===== src/rtl/systolic_feeder.sv =====
// systolic_feeder: triangular-skew operand feeder for the left/top edges of an NxN systolic MAC array.
// Optional macro SYSTOLIC_FEEDER_STALL_CNT_EN adds the stall_cycles counter port.
module systolic_feeder #(
  parameter int N     = 8,
  parameter int A_W   = 8,
  parameter int W_W   = 8,
  parameter int CNT_W = 16
) (
  input  logic             clk,
  input  logic             rst_n,
  input  logic             start,
  input  logic [CNT_W-1:0] k_len,
  input  logic [N-1:0]     row_mask,
  input  logic [N-1:0]     col_mask,
  input  logic             in_valid,
  output logic             in_ready,
  input  logic [N*A_W-1:0] act_vec,
  input  logic [N*W_W-1:0] wgt_vec,
  output logic             arr_en,
  output logic [N-1:0]     arr_row_en,
  output logic [N-1:0]     arr_col_en,
  output logic [N*A_W-1:0] activation_out_flat,
  output logic [N*W_W-1:0] weight_out_flat,
  output logic             busy,
`ifdef SYSTOLIC_FEEDER_STALL_CNT_EN
  output logic [CNT_W-1:0] stall_cycles,
`endif
  output logic             done
);
  localparam int FL_W = $clog2(2 * N);
  localparam logic [FL_W-1:0] FLUSH_LAST = FL_W'(2 * N - 3);

  typedef enum logic [1:0] {
    S_IDLE   = 2'd0,
    S_STREAM = 2'd1,
    S_FLUSH  = 2'd2,
    S_DONE   = 2'd3
  } state_t;

  state_t           state_r;
  logic [CNT_W-1:0] k_len_r;
  logic [CNT_W-1:0] beat_cnt_r;
  logic [FL_W-1:0]  flush_cnt_r;
  logic [N-1:0]     row_mask_r;
  logic [N-1:0]     col_mask_r;
  logic             in_ready_r;
  logic             arr_en_r;
  logic             busy_r;
  logic             done_r;
  logic             stream_s;
  logic             advance_s;
  logic [N*A_W-1:0] act_feed_s;
  logic [N*W_W-1:0] wgt_feed_s;

  // Shift enable and the value entering every skew line (zero fill while flushing).
  always_comb begin
    stream_s  = (state_r == S_STREAM);
    advance_s = (stream_s && in_valid) || (state_r == S_FLUSH);
    if (stream_s) begin
      act_feed_s = act_vec;
      wgt_feed_s = wgt_vec;
    end else begin
      act_feed_s = {(N*A_W){1'b0}};
      wgt_feed_s = {(N*W_W){1'b0}};
    end
  end

  for (genvar i = 0; i < N; i++) begin : g_lane
    logic [A_W-1:0] act_line_r [0:i];
    logic [W_W-1:0] wgt_line_r [0:i];

    // Lane i skew line, i+1 stages deep; holds its contents on stall cycles.
    always_ff @(posedge clk) begin
      if (!rst_n) begin
        for (int j = 0; j <= i; j++) begin
          act_line_r[j] <= {A_W{1'b0}};
          wgt_line_r[j] <= {W_W{1'b0}};
        end
      end else if (advance_s) begin
        act_line_r[0] <= act_feed_s[i*A_W +: A_W];
        wgt_line_r[0] <= wgt_feed_s[i*W_W +: W_W];
        for (int j = 1; j <= i; j++) begin
          act_line_r[j] <= act_line_r[j-1];
          wgt_line_r[j] <= wgt_line_r[j-1];
        end
      end
    end

    assign activation_out_flat[i*A_W +: A_W] = act_line_r[i];
    assign weight_out_flat[i*W_W +: W_W]     = wgt_line_r[i];
  end

  // Job sequencing FSM with all control outputs registered alongside the state.
  always_ff @(posedge clk) begin
    if (!rst_n) begin
      state_r     <= S_IDLE;
      k_len_r     <= {CNT_W{1'b0}};
      beat_cnt_r  <= {CNT_W{1'b0}};
      flush_cnt_r <= {FL_W{1'b0}};
      row_mask_r  <= {N{1'b0}};
      col_mask_r  <= {N{1'b0}};
      in_ready_r  <= 1'b0;
      arr_en_r    <= 1'b0;
      busy_r      <= 1'b0;
      done_r      <= 1'b0;
    end else begin
      arr_en_r <= advance_s;
      done_r   <= 1'b0;
      case (state_r)
        S_IDLE: begin
          if (start) begin
            k_len_r     <= k_len;
            row_mask_r  <= row_mask;
            col_mask_r  <= col_mask;
            beat_cnt_r  <= {CNT_W{1'b0}};
            flush_cnt_r <= {FL_W{1'b0}};
            busy_r      <= 1'b1;
            if (k_len != {CNT_W{1'b0}}) begin
              state_r    <= S_STREAM;
              in_ready_r <= 1'b1;
            end else begin
              state_r <= S_DONE;
              done_r  <= 1'b1;
            end
          end
        end
        S_STREAM: begin
          if (in_valid) begin
            beat_cnt_r <= beat_cnt_r + CNT_W'(1);
            if (beat_cnt_r == k_len_r - CNT_W'(1)) begin
              state_r    <= S_FLUSH;
              in_ready_r <= 1'b0;
            end
          end
        end
        S_FLUSH: begin
          flush_cnt_r <= flush_cnt_r + FL_W'(1);
          if (flush_cnt_r == FLUSH_LAST) begin
            state_r <= S_DONE;
            done_r  <= 1'b1;
          end
        end
        S_DONE: begin
          state_r    <= S_IDLE;
          busy_r     <= 1'b0;
          row_mask_r <= {N{1'b0}};
          col_mask_r <= {N{1'b0}};
        end
        default: begin
          state_r    <= S_IDLE;
          in_ready_r <= 1'b0;
          busy_r     <= 1'b0;
          row_mask_r <= {N{1'b0}};
          col_mask_r <= {N{1'b0}};
        end
      endcase
    end
  end

`ifdef SYSTOLIC_FEEDER_STALL_CNT_EN
  logic [CNT_W-1:0] stall_cnt_r;

  // Saturating count of STREAM cycles starved of input, restarted by each accepted job.
  always_ff @(posedge clk) begin
    if (!rst_n) begin
      stall_cnt_r <= {CNT_W{1'b0}};
    end else if ((state_r == S_IDLE) && start) begin
      stall_cnt_r <= {CNT_W{1'b0}};
    end else if (stream_s && !in_valid && (stall_cnt_r != {CNT_W{1'b1}})) begin
      stall_cnt_r <= stall_cnt_r + CNT_W'(1);
    end
  end

  assign stall_cycles = stall_cnt_r;
`endif

  assign in_ready   = in_ready_r;
  assign arr_en     = arr_en_r;
  assign arr_row_en = row_mask_r;
  assign arr_col_en = col_mask_r;
  assign busy       = busy_r;
  assign done       = done_r;

endmodule


===== config.mk =====
export PLATFORM = sky130hd
export DESIGN_NAME = systolic_feeder
export DESIGN_NICKNAME = d
export VERILOG_FILES = /design/src/rtl/systolic_feeder.sv
export SDC_FILE = /design/constraint.sdc
export NUM_CORES = 1
export LEC_CHECK = 0
export ABC_AREA = 1
export CORE_MARGIN = 8
export CORE_UTILIZATION = 50
export CTS_BUF_LIST = sky130_fd_sc_hd__clkbuf_8 sky130_fd_sc_hd__clkbuf_16
export CTS_CLUSTER_SIZE = 12
export DETAILED_ROUTE_END_ITERATION = 12
export HOLD_SLACK_MARGIN = 0.03
export PLACE_DENSITY_LB_ADDON = 0.05
export SETUP_SLACK_MARGIN = 0.1
export SKIP_CTS_REPAIR_TIMING = 1
export SYNTH_ARGS = -nofsm -noshare
export SYNTH_HDL_FRONTEND = slang
export SYNTH_SLANG_ARGS = --single-unit

===== constraint.sdc =====
create_clock -name clk -period 39.2 [get_ports clk]
set_input_delay 7.84 -clock clk [delete_from_list [all_inputs] [get_ports clk]]
set_output_delay 7.84 -clock clk [all_outputs]
set_load 0.005 [all_outputs]

-- Word-level counts from Yosys, hierarchy flattened
Memories as Yosys holds them, arrays and structs flattened.
Index checks and enable logic that the tools add are counted.
- word-level logic and storage cells: 230
- memory bits (writable): 576
- memories kept: 16
- register bits: 58
- memories (memory ; words ; width ; read ports ; clocked after memory_dff ; write ports ; line ; RTL):
    g_lane[7].act_line_r ; 8 ; 8 ; 8 ; 0 ; 8 ; 69 ; logic [A_W-1:0] act_line_r [0:i];
    g_lane[7].wgt_line_r ; 8 ; 8 ; 8 ; 0 ; 8 ; 70 ; logic [W_W-1:0] wgt_line_r [0:i];
    g_lane[6].act_line_r ; 7 ; 8 ; 7 ; 0 ; 7 ; 69 ;
    g_lane[6].wgt_line_r ; 7 ; 8 ; 7 ; 0 ; 7 ; 70 ;
    g_lane[5].act_line_r ; 6 ; 8 ; 6 ; 0 ; 6 ; 69 ;
    g_lane[5].wgt_line_r ; 6 ; 8 ; 6 ; 0 ; 6 ; 70 ;
    10 more memories ; -- ; -- ; -- ; -- ; -- ; -- ;
- equal/unequal tests: 10
- reduce and logical (&&, ||, !) cells: 15
- bitwise operators: 70
- $add $sub $neg: 3
- muxes and demuxes: 106
- operators by type and width (operator ; count):
    $mux W8 ; 74
    $mux W64 ; 2
    $or A1 B1 Y1 ; 70
    $mux W16 ; 2
    $pmux W16 S2 ; 1
    $pmux W8 S2 ; 2
    $add A16 B1 Y16 const B ; 1
    $eq A16 B16 Y1 ; 1
    $reduce_bool A16 Y1 ; 1
    $reduce_or A8 Y1 ; 2
    $sub A16 B1 Y16 const B ; 1
    $mux W1 ; 14
    $mux W2 ; 5
    $pmux W2 S4 ; 1
    $pmux W4 S2 ; 1
    $ne A2 B2 Y1 const B ; 3
    $pmux W1 S2 ; 3
    $reduce_and A2 Y1 ; 3
    $reduce_bool A2 Y1 ; 3
    $reduce_and A5 Y1 ; 1
    $add A4 B1 Y4 const B ; 1
    $eq A2 B2 Y1 const B ; 2
    $eq A4 B4 Y1 const B ; 1
    $mux W4 ; 1
    other kinds (7) ; 8

-- Depth between registers and ports, before layout
Gate-level depths: netlist of the first run.
- depth in word-level cells: 8
- mapped depth: 16

-- Least setup slack after synthesis of the first run
OpenSTA, ideal clock, no wires.
- path type: input -> register
- start point: in rst_n
- end point: mem g_lane[0].act_line_r[0][0], enable pin
- path slack: 12746 ps
- stages on the path: 3
- arrival: 20940 ps
- path through: buf_2 > clkbuf_1 > nand3_1
- longest elaborated chain between the ends: 4
- RTL lines (element ; line ; RTL):
    start: declaration ; 10 ; input logic rst_n,
    $mux W1 ; 74 ; if (!rst_n) begin
    $mux W1 (implied by the code) ; 80 ; act_line_r[0] <= act_feed_s[i*A_W +: A_W];
    $reduce_or A8 Y1 (no line) ; -- ;
    $mux W1 (no line) * ; -- ;
    end: declaration ; 69 ;
Mark *: on every way between the ends. The rest lies on a longest branch, timed or not.

==> results of run 1 <==
kinds of logic after synthesis:
logic type / after synthesis
AO/OA/AOI/OAI: 95
XOR/XNOR: 12
adder cells (fa/ha/maj): 8
buffers and inverters: 780
flip-flops: 634
AND/OR/NAND/NOR: 793
registers in the layout, indices dropped and copies added (netlist names), 2 cells and up:
name / cells
flush_cnt_r: 4
state_r: 2
g_lane.act_line_r: 288
g_lane.wgt_line_r: 288
k_len_r: 16
arr_row_en: 8
arr_col_en: 8
beat_cnt_r: 16
area by class of cell:
cell class	count	area (sq um)	share of cell area, %
multi-input cells	908	3850	12.5
flip-flops and latches	634	18500	60.1
repair buffers	321	3200	10.4
well taps	672	841	2.74
inverters	632	2380	7.74
clock inverters	44	206	0.672
clock buffers	73	1790	5.83
path summary, 6_finish.rpt:
kind / to / cells past startpoint / start / slack, ns
max: g_lane[3].wgt_line_r[0][1]$_SDFFCE_PN0P_ / 7 / rst_n / 28.39
min: arr_col_en[3]$_SDFFE_PN0P_ / 2 / arr_col_en[3]$_SDFFE_PN0P_ / 0.47
min reg2reg: arr_col_en[3]$_SDFFE_PN0P_ / 2 / arr_col_en[3]$_SDFFE_PN0P_ / 0.47
max reg2reg: g_lane[4].act_line_r[0][21]$_SDFFCE_PN0P_ / 6 / state_r[1]$_SDFFE_PN0P_ / 35.51
per-stage QoR:
step	total power, mW	util [%]	area, sq um	hold WS [ns]
after global routing	2.05	61.1	30700	0.485
final	1.94	61.1	30700	0.465
after global placement	1.38	57.1	28700	0.450
after floorplan	1.38	-	25500	0.448
after detailed placement	1.39	57.1	28700	0.458
after CTS	1.97	61.1	30700	0.465
power by group:
| group | total [mW] | internal (mW) | switching [mW] |
|---|---|---|---|
| logic | 0.367 | 0.132 | 0.235 |
| clock network | 0.576 | 0.332 | 0.244 |
| registers | 0.998 | 0.951 | 0.0467 |
cells in the final DEF, fill, tap and decap left out, drive strengths merged, types with 8 or more instances in the layout:
master / count
a21oi: 56
clkbuf: 73
nand3: 38
buf: 11
clkdlybuf4s50: 310
o21ai: 35
clkinv: 17
ha: 8
edfxtp: 576
inv: 658
dfxtp: 58
nand2: 153
nor2: 577
synth_stat cells, types with 7 or more instances:
cell type    n  area share [%]
dfxtp_1     58             4.6
nand2_1    149             2.2
buf_4       72             2.1
o21ai_0     34            0.67
xor2_1       7            0.24
edfxtp_1   576              68
a21oi_1     55             1.1
nand3_1     37            0.73
clkbuf_1    74             1.1
ha_1         8            0.39
inv_1      628             9.2
nor2_1     573             8.4
worst max-delay path: cells and delay by family:
family | cells | cell delay [ns]
and+or+nand+nor | 2 | 0.82
AOI/OAI and AO/OA | 1 | 0.71
buffers and inverters | 4 | 1.71
layer usage:
metal | wire (microns) | track usage (%)
met1 | 20100 | 20.2
met2 | 20900 | 24.5
met3 | 2760 | 4.07
met4 | 1300 | 5.20
met5 | 0 | 0
==> key figures, run 1 <==
STA
  • Fin. max-slew vios: 0
  • Final min period: 10.81 ns
  • Clk_skew: 0.0159 ns
  • Fin crit share: 27.6%
  • Unrepaired setup endpoints after global routing: no
  • Worst-Margin Slew: 1.13 ns
  • Final hold viol count: 0
  • Final worst slack: 28.39 ns
  • Max Clk Rate: 92.5 MHz
  • Setup TNS Final: 0 ns
  • Rel. slew slack: 24.6%
  • Finish-stage setup viols: 0

Flow run
  • Max_cap viols: 0

Logic synthesis
  • Post-synthesis register bit count: 634
  • Synth Area in Adders: 0.393%
  • Post-synth net total: 2494
  • Synth unique cells: 35
  • Main combinational cell family by area after synthesis: buffers and inverters
  • Simple-Gate Fraction of Synth Area: 12.3%
  • Synth Area per Inst: 11.0 sq um
  • Post-synth ARST share: 0%
  • Post-Synthesis Cells: 2322
  • Post-synth EDFFs: 576
  • Post-Synth XOR/XNOR Area: 0.412%
  • Register area share after synthesis: 72.4%
  • Syn Std Cell Area: 25500 sq um
  • Prevailing post-synth register cell: edfxtp_1
  • Post-synthesis compound-gate area fraction: 1.96%
  • Yosys warning count: 0
  • Multiplexer share of the synthesized area: 0%

Worst setup path
  • CP max stage cell: a21oi_1
  • Worst Setup End Kind: flip-flop
  • Most frequent CP cell: buf_4
  • CP Launch Type: input port
  • Worst Path Arrival: 11.22 ns
  • Delay of the slowest critical-path stage: 0.71 ns
  • Largest fanout on the critical path: 72
  • Setup Crit Path Kind: in2reg
  • Worst path cell trace: buf_2, buf_4, inv_1, a21oi_1, nand2_4, buf_4, nor2_1
  • Critical Path RT: 39.62 ns

Route
  • Routed WL: 45100 microns
  • Remaining antenna violation count: 0
  • DR vias: 14700
  • Drt wl/cell: 13.7 microns
  • Via/cell ratio: 4.47
  • 1st-iter DRT viols: 1091
  • Drt first pass iters: 5
  • DR DRC count: 0

Clocking
  • Clock transition at path regs: 0.06 ns
  • CTS Buffer Depth: 3
  • Root Buffer: clkbuf_16
  • H-Tree Depth: 3
  • Clk sinks: 634
  • Num CTS Buffers: 68
  • Skew-Pair Late Insertion Delay: 0.58 ns
  • CTS tree: done

Finish
  • Fillers: 4185
  • Antenna diode count: 0
  • Final Net Count: 2737
  • Final std cells w/o fill: 3284
  • Layout overhead on the synthesized area: 20.5%
  • Layout cell share with drive strength beyond 1: 4.06%

Placement
  • HPWL reported at the end of detailed placement: 28200 microns
  • Post-Place Cells: 3167
  • Port bufs: 311
  • Gpl congestion: 0.832
  • Dpl ws: 27.68 ns

Die
  • I/O pin total: 312
  • Die footprint: 58500 sq um
  • Die W: 242 microns
  • Core area: 50300 sq um
  • FP Rows: 82
  • Die Span Y: 242 microns
  • Initial Utilization: 50.7%

GRT
  • Gr ovfl total: 0
  • Initial antenna violation count: 0
  • GRT Util Overall: 15.3%
  • Vias in the first global route: 14000
  • First-pass GRT wire length: 73200 microns
  • Largest net degree at the start of global routing: 227

Pwr
  • Pleak: 13.1 nW
  • Peak supply drop: 0.0000407 V
  • PD cells: 63.2 nW/um^2

Min path
  • Hold WC Path Type: reg2reg

Outcome
  • Status: finished clean
No activity file was read; power rests on OpenSTA's default activity.
==> run 2: changes to the inputs <==
==> constraint.sdc (replaced) <==
create_clock -name clk -period 9.1 [get_ports clk]
set_input_delay 1.82 -clock clk [delete_from_list [all_inputs] [get_ports clk]]
set_output_delay 1.82 -clock clk [all_outputs]
set_load 0.005 [all_outputs]
==> key figures, run 2 (synthesized netlist as in run 1, its figures left out) <==
STA
  • Final min period: 4.71 ns
  • Worst-Margin Slew: 1.13 ns
  • Setup TNS Final: 0 ns
  • Rel. slew slack: 24.8%
  • Unrepaired setup endpoints after global routing: no
  • Fin. max-slew vios: 0
  • Finish-stage setup viols: 0
  • Clk_skew: 0.0191 ns
  • Final hold viol count: 0
  • Fin crit share: 51.8%
  • Max Clk Rate: 212 MHz
  • Final worst slack: 4.39 ns

Finish
  • Most common cell after layout, fill and taps aside: inv_1
  • Final std cells w/o fill: 3285
  • Leading cell types in the layout, fill and taps excluded: inv_1 (651), edfxtp_1 (576), nor2_1 (573)
  • Regs by FF count: g_lane.act_line_r x288, g_lane.wgt_line_r x288
  • Final Net Count: 2734
  • Layout cell share with drive strength beyond 1: 4.17%
  • Fillers: 4100
  • Reg area: 18500 sq um
  • Final instance area: 30800 sq um
  • Layout overhead on the synthesized area: 20.6%
  • Multi-input gate area: 3850 sq um

Die
  • Die Span Y: 242 microns
  • I/O pin total: 312
  • Core area: 50300 sq um
  • FP Rows: 82
  • Die W: 242 microns
  • Initial Utilization: 50.7%
  • Die footprint: 58500 sq um

Worst setup path
  • Setup Crit Path Kind: in2reg
  • Worst path cell trace: buf_2, buf_4, inv_1, a21oi_1, nand2_4, buf_4, nor2_1
  • Most frequent CP cell: buf_4
  • Largest fanout on the critical path: 75
  • CP max stage cell: a21oi_1
  • Reg2Reg Launch Point: state_r[1]$_SDFFE_PN0P_
  • CP Launch Type: input port
  • Worst Setup End Kind: flip-flop
  • Critical Path RT: 9.54 ns
  • Crit path buf inv count: 4
  • Worst Path Arrival: 5.15 ns
  • Worst Setup SP: rst_n
  • CP delay by family, top: buffers and inverters
  • Delay of the slowest critical-path stage: 0.66 ns

Clocking
  • Root Buffer: clkbuf_16
  • CTS tree: done
  • Skew-Pair Late Insertion Delay: 0.59 ns
  • H-Tree Depth: 3
  • CTS Buffer Depth: 3
  • Num CTS Buffers: 68
  • Clk sinks: 634
  • Clock transition at path regs: 0.05 ns

GRT
  • Largest net degree at the start of global routing: 268
  • Vias in the first global route: 14100
  • GRT Util Overall: 14.8%
  • Gr ovfl total: 0
  • Initial antenna violation count: 1
  • First-pass GRT wire length: 70900 microns

Min path
  • Hold wc startpoint: arr_col_en[1]$_SDFFE_PN0P_
  • Hold WC Path Type: reg2reg

Placement
  • Post-Place Cells: 3164
  • Post-DP Area: 28700 sq um
  • Port bufs: 311
  • HPWL reported at the end of detailed placement: 26900 microns
  • Dpl ws: 3.70 ns
  • Gpl congestion: 0.835

Route
  • DR DRC count: 0
  • Remaining antenna violation count: 0
  • Routed WL: 44100 microns
  • 1st-iter DRT viols: 1048
  • Via/cell ratio: 4.45
  • Drt first pass iters: 5
  • DR vias: 14600
  • Drt wl/cell: 13.4 microns

Pwr
  • Pleak: 13.1 nW
  • PD cells: 272 nW/um^2
  • Peak supply drop: 0.000257 V

Outcome
  • Status: finished clean

Flow run
  • Max_cap viols: 0
==> run 2: changes by cell type in the layout (fill, tap and decap cells not counted), sizes merged <==
cell / delta
diode: +1
buf: -3
inv: -3
bufinv: -1
clkinv: +7
==> run 2: worst min-delay path: stages, from the launching register on <==
cell and delay [ns]:
dfxtp_1 0.31, nand2_1 0.06, a21oi_1 0.05
==> run 2: layout make-up <==
class | count | share of cell area, %
inverters | 632 | 7.74
repair buffers | 318 | 10.4
flip-flops and latches | 634 | 60.0
diodes | 1 | 0.00814
well taps | 672 | 2.73
clock inverters | 47 | 0.712
clock buffers | 73 | 5.87
multi-input cells | 908 | 12.5
==> run 2: routing by layer <==
layer | global-route usage, % | up-vias | routed length, microns
met5 | 0 | - | 0
met4 | 6.01 | 0 | 1200
met3 | 3.57 | 73 | 2630
met2 | 24.4 | 319 | 21000
met1 | 18.8 | 6716 | 19300
li1 | - | 7498 | -
==> run 2: final timing paths <==
kind                                                   end  slack, ns  depth (start not counted)
setup / recovery  g_lane[3].wgt_line_r[0][0]$_SDFFCE_PN0P_       4.39                          7
setup reg to reg  g_lane[3].wgt_line_r[2][1]$_SDFFCE_PN0P_       5.67                          6
hold / removal                  arr_col_en[1]$_SDFFE_PN0P_       0.46                          2
hold reg to reg                 arr_col_en[1]$_SDFFE_PN0P_       0.46                          2
==> run 2: report_power, final <==
part | total (mW) | internal [mW] | switching [mW]
Clock | 2.49 | 1.42 | 1.07
Sequential | 4.31 | 4.10 | 0.206
Combinational | 1.57 | 0.570 | 1.00
==> run 2: per-stage QoR <==
step                      util, %  hold slack, ns  power [mW]
final                        61.2           0.463        8.37
after global routing         61.2           0.483        8.84
after CTS                    61.2           0.465        8.50
after detailed placement     57.2           0.457        5.98
after global placement       57.2           0.449        5.94
after floorplan                 -           0.448        5.51
